--- config.mk ---
export PLATFORM = sky130hd
export DESIGN_NAME = fifo_wr_arbiter
export DESIGN_NICKNAME = d
export VERILOG_FILES = /design/src/rtl/fifo_arb_pkg.sv /design/src/rtl/fifo_wr_arbiter_rr_pick.sv /design/src/rtl/fifo_wr_arbiter.sv
export SDC_FILE = /design/constraint.sdc
export NUM_CORES = 1
export LEC_CHECK = 0
export CAP_MARGIN = 10
export CORE_UTILIZATION = 40
export DETAILED_ROUTE_END_ITERATION = 8
export HOLD_SLACK_MARGIN = 0.1
export MAX_ROUTING_LAYER = met4
export PLACE_DENSITY_LB_ADDON = 0.12
export SYNTH_ARGS = -nofsm -noshare
export SYNTH_HDL_FRONTEND = slang
export SYNTH_SLANG_ARGS = --single-unit
--- constraint.sdc ---
create_clock -name clk -period 5.42 [get_ports clk]
set_input_delay 1.084 -clock clk [delete_from_list [all_inputs] [get_ports clk]]
set_output_delay 1.084 -clock clk [all_outputs]
set_load 0.02 [all_outputs]
--- src/rtl/fifo_arb_pkg.sv ---
// Shared types and helpers for the FIFO write-port arbiter.
// State encoding, counter widths and index-width helper.
package fifo_arb_pkg;

  typedef enum logic {
    ST_IDLE  = 1'b0,
    ST_GRANT = 1'b1
  } state_t;

  localparam int STALL_W = 16;

  function automatic int idx_w(input int n);
    return (n > 1) ? $clog2(n) : 1;
  endfunction

endpackage

--- src/rtl/fifo_wr_arbiter_rr_pick.sv ---
// Round-robin picker: first eligible index at or after start,
// wrapping modulo NREQ.
module rr_pick
  import fifo_arb_pkg::*;
#(
  parameter int NREQ = 4
) (
  input  logic [NREQ-1:0]        eligible,
  input  logic [idx_w(NREQ)-1:0] start,
  output logic                   found,
  output logic [idx_w(NREQ)-1:0] idx
);

  localparam int IW = idx_w(NREQ);

  always_comb begin
    int j;
    found = 1'b0;
    idx   = '0;
    j     = 0;
    for (int k = 0; k < NREQ; k++) begin
      j = int'(start) + k;
      if (j >= NREQ) j = j - NREQ;
      if (!found && eligible[IW'(j)]) begin
        found = 1'b1;
        idx   = IW'(j);
      end
    end
  end

endmodule

--- src/rtl/fifo_wr_arbiter.sv ---
// Round-robin arbiter sharing the async FIFO write port among
// NREQ requesters; holds a grant for a packet or MAX_BURST beats.
module fifo_wr_arbiter
  import fifo_arb_pkg::*;
#(
  parameter int NREQ      = 4,
  parameter int DSIZE     = 8,
  parameter int MAX_BURST = 4
) (
  input  logic                   clk,
  input  logic                   rst,
  input  logic [NREQ-1:0]        req_valid,
  input  logic [NREQ*DSIZE-1:0]  req_data,
  input  logic [NREQ-1:0]        req_last,
  input  logic [NREQ-1:0]        req_mask,
  output logic [NREQ-1:0]        req_ready,
  output logic [DSIZE-1:0]       wdata,
  output logic                   winc,
  input  logic                   wfull,
  output logic [idx_w(NREQ)-1:0] grant_id,
  output logic                   busy,
  output logic [STALL_W-1:0]     stall_cnt
);

  localparam int IW = idx_w(NREQ);
  localparam int BW = $clog2(MAX_BURST) + 1;
  localparam logic [BW-1:0] BEAT_MAX = BW'(MAX_BURST - 1);
  localparam logic [IW-1:0] LAST_ID  = IW'(NREQ - 1);

  state_t          state;
  state_t          state_nx;
  logic [IW-1:0]   last_gnt;
  logic [IW-1:0]   start;
  logic [IW-1:0]   pick;
  logic [BW-1:0]   beat_cnt;
  logic [DSIZE-1:0] dat [NREQ];
  logic [NREQ-1:0] eligible;
  logic            found;
  logic            cur_valid;
  logic            cur_last;
  logic            accept;
  logic            rel;
  logic            load;
  logic            in_grant;

  for (genvar i = 0; i < NREQ; i++) begin : g_dat
    assign dat[i] = req_data[i*DSIZE +: DSIZE];
  end

  assign eligible = req_valid & req_mask;

  // last_gnt equals grant_id while granted, so one picker
  // serves both the idle arbitration and the release switch
  assign start = (last_gnt == LAST_ID) ? '0
               : last_gnt + IW'(1);

  rr_pick #(
    .NREQ (NREQ)
  ) u_pick (
    .eligible (eligible),
    .start    (start),
    .found    (found),
    .idx      (pick)
  );

  assign in_grant  = (state == ST_GRANT);
  assign cur_valid = req_valid[grant_id];
  assign cur_last  = req_last[grant_id];
  assign accept    = in_grant & cur_valid & ~wfull;

  assign rel = in_grant
             & (~cur_valid
             | (accept & (cur_last
             | (beat_cnt == BEAT_MAX))));

  assign load = found & (~in_grant | rel);

  always_ff @(posedge clk or posedge rst) begin
    if (rst) state <= ST_IDLE;
    else     state <= state_nx;
  end

  always_comb begin
    state_nx = state;
    unique case (state)
      ST_IDLE:  if (found) state_nx = ST_GRANT;
      ST_GRANT: if (rel && !found) state_nx = ST_IDLE;
      default:  state_nx = ST_IDLE;
    endcase
  end

  always_comb begin
    busy      = in_grant;
    winc      = accept;
    req_ready = '0;
    req_ready[grant_id] = accept;
    wdata     = in_grant ? dat[grant_id] : '0;
  end

  always_ff @(posedge clk or posedge rst) begin
    if (rst) begin
      grant_id <= '0;
      last_gnt <= LAST_ID;
      beat_cnt <= '0;
    end else begin
      if (load) begin
        grant_id <= pick;
        last_gnt <= pick;
      end
      if (load || rel)  beat_cnt <= '0;
      else if (accept)  beat_cnt <= beat_cnt + BW'(1);
    end
  end

  always_ff @(posedge clk or posedge rst) begin
    if (rst) begin
      stall_cnt <= '0;
    end else if (in_grant && cur_valid && wfull
                 && stall_cnt != '1) begin
      stall_cnt <= stall_cnt + STALL_W'(1);
    end
  end

endmodule

**Yosys cells after proc, flatten, opt, wreduce, memory -nomap -nowiden**

Cells that the tools add are included.

- Register bits: 24
- Latch bits: 0
- Memory bits (writable): 0
- Bits in read-only memories: 0
- Input bits: 47
- Output and inout bits: 32
- Logic and storage cells: 97
- Memories: 0

- Add/sub/neg operators: 10
- $mul: 0
- Div/mod/pow operators: 0
- $lt $le $gt $ge: 11
- Eq/ne operators: 3
- Shifts and indexed selects: 0
- Mux-type cells: 40
- Bitwise operators: 14
- Reduce and logical (&&, ||, !) cells: 14

Operators with widths:

| cell | number |
|---|---|
| $mux W8 | 3 |
| $mux W2 | 9 |
| $mux W1 | 17 |
| $add A16 B1 Y16 const B | 1 |
| $bmux W8 S2 | 1 |
| $lt A2 B4 Y1 const B | 4 |
| $ne A16 B16 Y1 const B | 1 |
| $bmux W1 S2 | 6 |
| $ge A3 B3 Y1 const B | 4 |
| $and A4 B4 Y4 | 2 |
| $logic_and A1 B1 Y1 | 8 |
| $sub A2 B1 Y2 const B | 4 |
| $add A2 B2 Y3 const B | 2 |
| $mux W3 | 2 |
| $and A1 B1 Y1 | 5 |
| $logic_not A1 Y1 | 4 |
| $add A2 B1 Y3 const B | 1 |
| $add A3 B1 Y3 const B | 1 |
| $eq A3 B2 Y1 const B | 1 |
| $ge A2 B3 Y1 const B | 1 |
| $lt A2 B3 Y1 const B | 1 |
| $not A1 Y1 | 3 |
| $not A2 Y3 | 1 |
| $or A1 B1 Y1 | 3 |
| 7 further kinds | 7 |

**Depth between registers and ports, before layout**

- Word-level depth: 21
- Mapped depth: 7
- Depth with buffers taken out: 7

**Cells and area by module**

Synthesis repeated with hierarchy kept, for this count alone.

- Cell total of the unflattened synthesis: 153
- Area, all modules: 1599.0 um2

By module, submodules not included:

| module | times used | cells each | area each (um2) | seq. area each (um2) |
|---|---|---|---|---|
| fifo_wr_arbiter | 1 | 138 | 1521.5 | 603.1 |
| rr_pick | 1 | 15 | 77.6 | 0.0 |

**Worst setup path before layout**

OpenSTA, ideal clock, no wires.

- Kind: input to output
- Start: input port req_valid[1]
- End: output port req_ready[1]
- Arrival time: 2.115 ns
- Required time: 4.336 ns
- Setup slack: 2.221 ns
- Cell stages on the path: 4
- Buffers on the path: 0
- Path through: mux4_2 -> nand2_4 -> nor2_2 -> and3_1

- Word-level cells in the longest chain between the ends: 5

RTL lines:

| element | line | source |
|---|---|---|
| from (decl) | fifo_wr_arbiter.sv:12 | `input logic [NREQ-1:0] req_valid,` |
| $bmux W1 S2 | fifo_wr_arbiter.sv:67 | `assign cur_valid = req_valid[grant_id];` |
| $mux W1 (not written as such) | fifo_wr_arbiter.sv:67 |  |
| $and A1 B1 Y1 (2 in a row) | fifo_wr_arbiter.sv:69 | `assign accept = in_grant & cur_valid & ~wfull;` |
| named net winc | fifo_wr_arbiter.sv:18 | `output logic winc,` |
| $and A4 B4 Y4 (no source line) | - |  |
| to (decl) | fifo_wr_arbiter.sv:16 | `output logic [NREQ-1:0] req_ready,` |

The timed path passes the listed nets, and every way through them passes these cells. The select of a mux whose other input is x is not followed.

**Final worst setup path**

- Start: input port req_valid[1]
- End: output port req_ready[3]

- Word-level cells in the longest chain between the ends: 5

RTL lines:

| element | line |
|---|---|
| $bmux W1 S2 | fifo_wr_arbiter.sv:67 |
| $mux W1 (not written as such) | fifo_wr_arbiter.sv:67 |
| $and A1 B1 Y1 (2 in a row) | fifo_wr_arbiter.sv:69 |
| $and A4 B4 Y4 (no source line) | - |

Every way passes these cells. The select of a mux whose other input is x is not followed.

==> results.txt <==
The run finished with clean final reports. Setup violations remaining at the end of the flow were counted as 0. The total clock buffers created by CTS came out at 3. The aggregate global routing overflow is 0. The antenna violation net count after detailed routing came out at 0.

The number of flops mapped to enable cells by yosys is 0. The highest metal layer carrying signal wires in the routed design is met4. The floorplan die area came out at 4270 sq um.

The wire length on met3 is 263 um. The library cells used most frequently in the layout, excluding fill and tap cells, are sky130_fd_sc_hd__clkdlybuf4s50_1, sky130_fd_sc_hd__dfrtp_1, sky130_fd_sc_hd__and3_1, sky130_fd_sc_hd__xor2_1. The top cell type's share of synthesized area is 0.343. Routability-driven placement finished with a final weighted congestion of 0.866. The fraction of the yosys area taken by sequential cells came out at 0.376.

The finished layout holds 273 standard cells, fillers aside. In the synthesized netlist the async set-or-reset flop fraction comes to 1.00. Counting every net in the synthesized netlist gives 198. The insertion delay of the later-clocked pin in the worst-skew pair is 270 ps.

The count of routing violations after the opening detailed-route iteration came out at 69. The number of antenna repair diodes came out at 0. For this run, the leading register cell type out of synthesis is sky130_fd_sc_hd__dfrtp_1. For this design, the CTS-stage hold fixing added 0 buffers. The final period utilization is 0.785. The detailed-route wire length per cell came out at 15.7 um. The fraction of layout instances using a drive strength above 1 came out at 0.102. The most common library cell in the layout ignoring fill and taps is sky130_fd_sc_hd__clkdlybuf4s50_1. The number of gates resized after cts came out at 0. Across all layers, the routed design uses 1,479 vias. The endpoint arrival time on the critical path is 3170 ps. The half-perimeter wire length after detailed placement is 3.37 mm. The post-route minimum period came out at 4260 ps.

After synthesis the cells add up to 1610 sq um. The count of final hold-check violations came to 0. The synthesized instance count came out at 147. Summed over all layers, the routed wires come to 4.28 mm. Setup repair after global routing left no endpoint under its margin. The maximum number of pins on one net before global-route repair is 25. The class of the worst hold path is reg2reg. The total power divided by cell area came out at 381 nW/um^2. The wire length the detailed router placed on met1 is 1.81 mm. The number of levels in the clock H-tree came out at 1. The number of slew-limit violations in the final report is 0. In the global route stage, overall resource usage came out at 0.215. The horizontal die dimension is 65.4 um. The first global-routing pass estimated 6.96 mm of wire. Counting every sink on the clock net gives 24.

The number of buffer cells added on primary ports came out at 78. The worst setup path is captured at an output port. The number of distinct library cells after synthesis came out at 41. The mean instance size in the synthesized netlist is 10.9 sq um. The count of nets after finishing came out at 277. The amount of wire on met2 after detailed routing is 2.15 mm.

The required time at the endpoint of the critical path came out at 4340 ps. The number of rows created at floorplan is 22. In this run the static leakage power is 1.10 nW. For the final routed database, the setup TNS stands at 0 ps.

TritonCTS built the clock tree. The worst setup path is of the in2out kind. The layout overhead on the synthesized area is 55.3%. The largest total area in the synthesized netlist belongs to sky130_fd_sc_hd__dfrtp_1. The floorplan die height is 65.4 um. The iteration count of the initial detailed-routing pass is 4. The maximum fanout along the worst path is 7. The root buffer cell chosen for the clock tree is sky130_fd_sc_hd__clkbuf_8.

The area of the core came out at 3740 sq um. The kind of start point of the critical path is an input port. The post-synthesis sequential element count is 24.

The highest achievable clock rate is 235 MHz. The via count of the first global-routing pass is 1,451. The clock input transition at the sequential cells of the worst setup and hold paths came out at 80 ps. The number of setup buffers added after CTS is 0. The slew of the pin with the lowest slew margin came out at 889 ps. The initial antenna violation count is 0. The worst slew margin relative to its limit is 0.407. The number of placed instances, taps included, is 269. Ranked by total cell area, the synthesized netlist is headed by sky130_fd_sc_hd__dfrtp_1, sky130_fd_sc_hd__mux4_2, sky130_fd_sc_hd__xor2_1. The detailed-route DRC error count is 0. The clock tree buffer depth came out at 2. The I/O pin count came out at 79. The worst IR drop on VDD came out at 0.268 mV.

The via-per-instance ratio is 5.42. During synthesis, Yosys emitted a total of 0 warnings. The setup skew after layout is 11.3 ps. The initial utilization of the core area, before any placement, comes to 0.429. Max-cap violations in this run came to 0.
-- where the power goes --
group | switching (mW) | internal [mW] | total (mW)
Sequential | 0.0775 | 0.222 | 0.299
Clock | 0.0560 | 0.0987 | 0.155
Combinational | 0.222 | 0.274 | 0.495
-- kinds of logic (layout without fill, tap and decap cells) --
group / count (synthesis) / after routing / synth area share
muxes: 13 / 13 / 0.157
adders and majority gates: 4 / 4 / 0.0312
and+or+nand+nor: 59 / 59 / 0.217
AOI/OAI and AO/OA: 22 / 22 / 0.108
xor gates and xnor gates: 15 / 15 / 0.0818
DFF: 24 / 24 / 0.376
buffers and inverters: 10 / 88 / 0.0288
-- cell usage after synthesis (3+ instances only) --
library cell,number
sky130_fd_sc_hd__a21oi_1,6
sky130_fd_sc_hd__and2_1,9
sky130_fd_sc_hd__and3_1,11
sky130_fd_sc_hd__and4_1,3
sky130_fd_sc_hd__dfrtp_1,22
sky130_fd_sc_hd__ha_1,4
sky130_fd_sc_hd__inv_1,6
sky130_fd_sc_hd__mux2i_1,3
sky130_fd_sc_hd__mux4_2,7
sky130_fd_sc_hd__nand2_1,9
sky130_fd_sc_hd__nand3_1,4
sky130_fd_sc_hd__nor2_1,9
sky130_fd_sc_hd__o21ai_0,5
sky130_fd_sc_hd__xnor2_1,4
sky130_fd_sc_hd__xor2_1,11
-- final cells by class --
type	count	area, sq um
clock buffers	3	41.3
clock inverters	1	30.0
fillers	288	1250
inverters	6	22.5
multi-input cells	113	956
flip-flops and latches	24	603
well taps	48	60.1
repair buffers	78	781
-- flip-flops by register name, summed over array words and instances, names as in the netlist --
| signal | cells |
|---|---|
| beat_cnt | 3 |
| busy | 1 |
| grant_id | 2 |
| last_gnt | 2 |
| stall_cnt | 16 |
-- worst paths after layout --
path | from | endpoint | slack (ps) | cells past startpoint
max | req_valid[1] | req_ready[3] | 1160 | 6
min reg2reg | last_gnt[1] | last_gnt[1] | 490 | 2
min in group asynchronous | rst | stall_cnt[1] | 1300 | 2
min | last_gnt[1] | last_gnt[1] | 490 | 2
max in group asynchronous | rst | busy | 3570 | 2
max reg2reg | grant_id[0] | stall_cnt[3] | 3180 | 5
-- layer usage --
metal / vias to the layer above / track usage
met5: - / -
met4: 0 / 0.0489
met3: 9 / 0.0399
met2: 52 / 0.370
met1: 720 / 0.261
li1: 698 / -
-- critical path, cell delays in order --
cell and delay [ps]:
sky130_fd_sc_hd__clkdlybuf4s50_1 540, sky130_fd_sc_hd__mux4_2 330, sky130_fd_sc_hd__nand2_4 90, sky130_fd_sc_hd__nor2_2 320, sky130_fd_sc_hd__and3_1 210, sky130_fd_sc_hd__clkdlybuf4s50_1 600
-- stage by stage --
stage / hold slack (ps) / power [mW] / worst slack (ps) / util / instance area [sq um]
6_report: 493 / 0.950 / 1160 / 0.666 / 2490
5_1_grt: 516 / 1.01 / 1050 / 0.666 / 2490
4_1_cts: 497 / 0.959 / 1160 / 0.666 / 2490
3_5_place_dp: 484 / 0.801 / 1150 / 0.647 / 2420
3_3_place_gp: 473 / 0.787 / 1230 / 0.647 / 2420
2_1_floorplan: 460 / 0.601 / 2220 / - / 1610
Power figures use the tool's default switching activity.
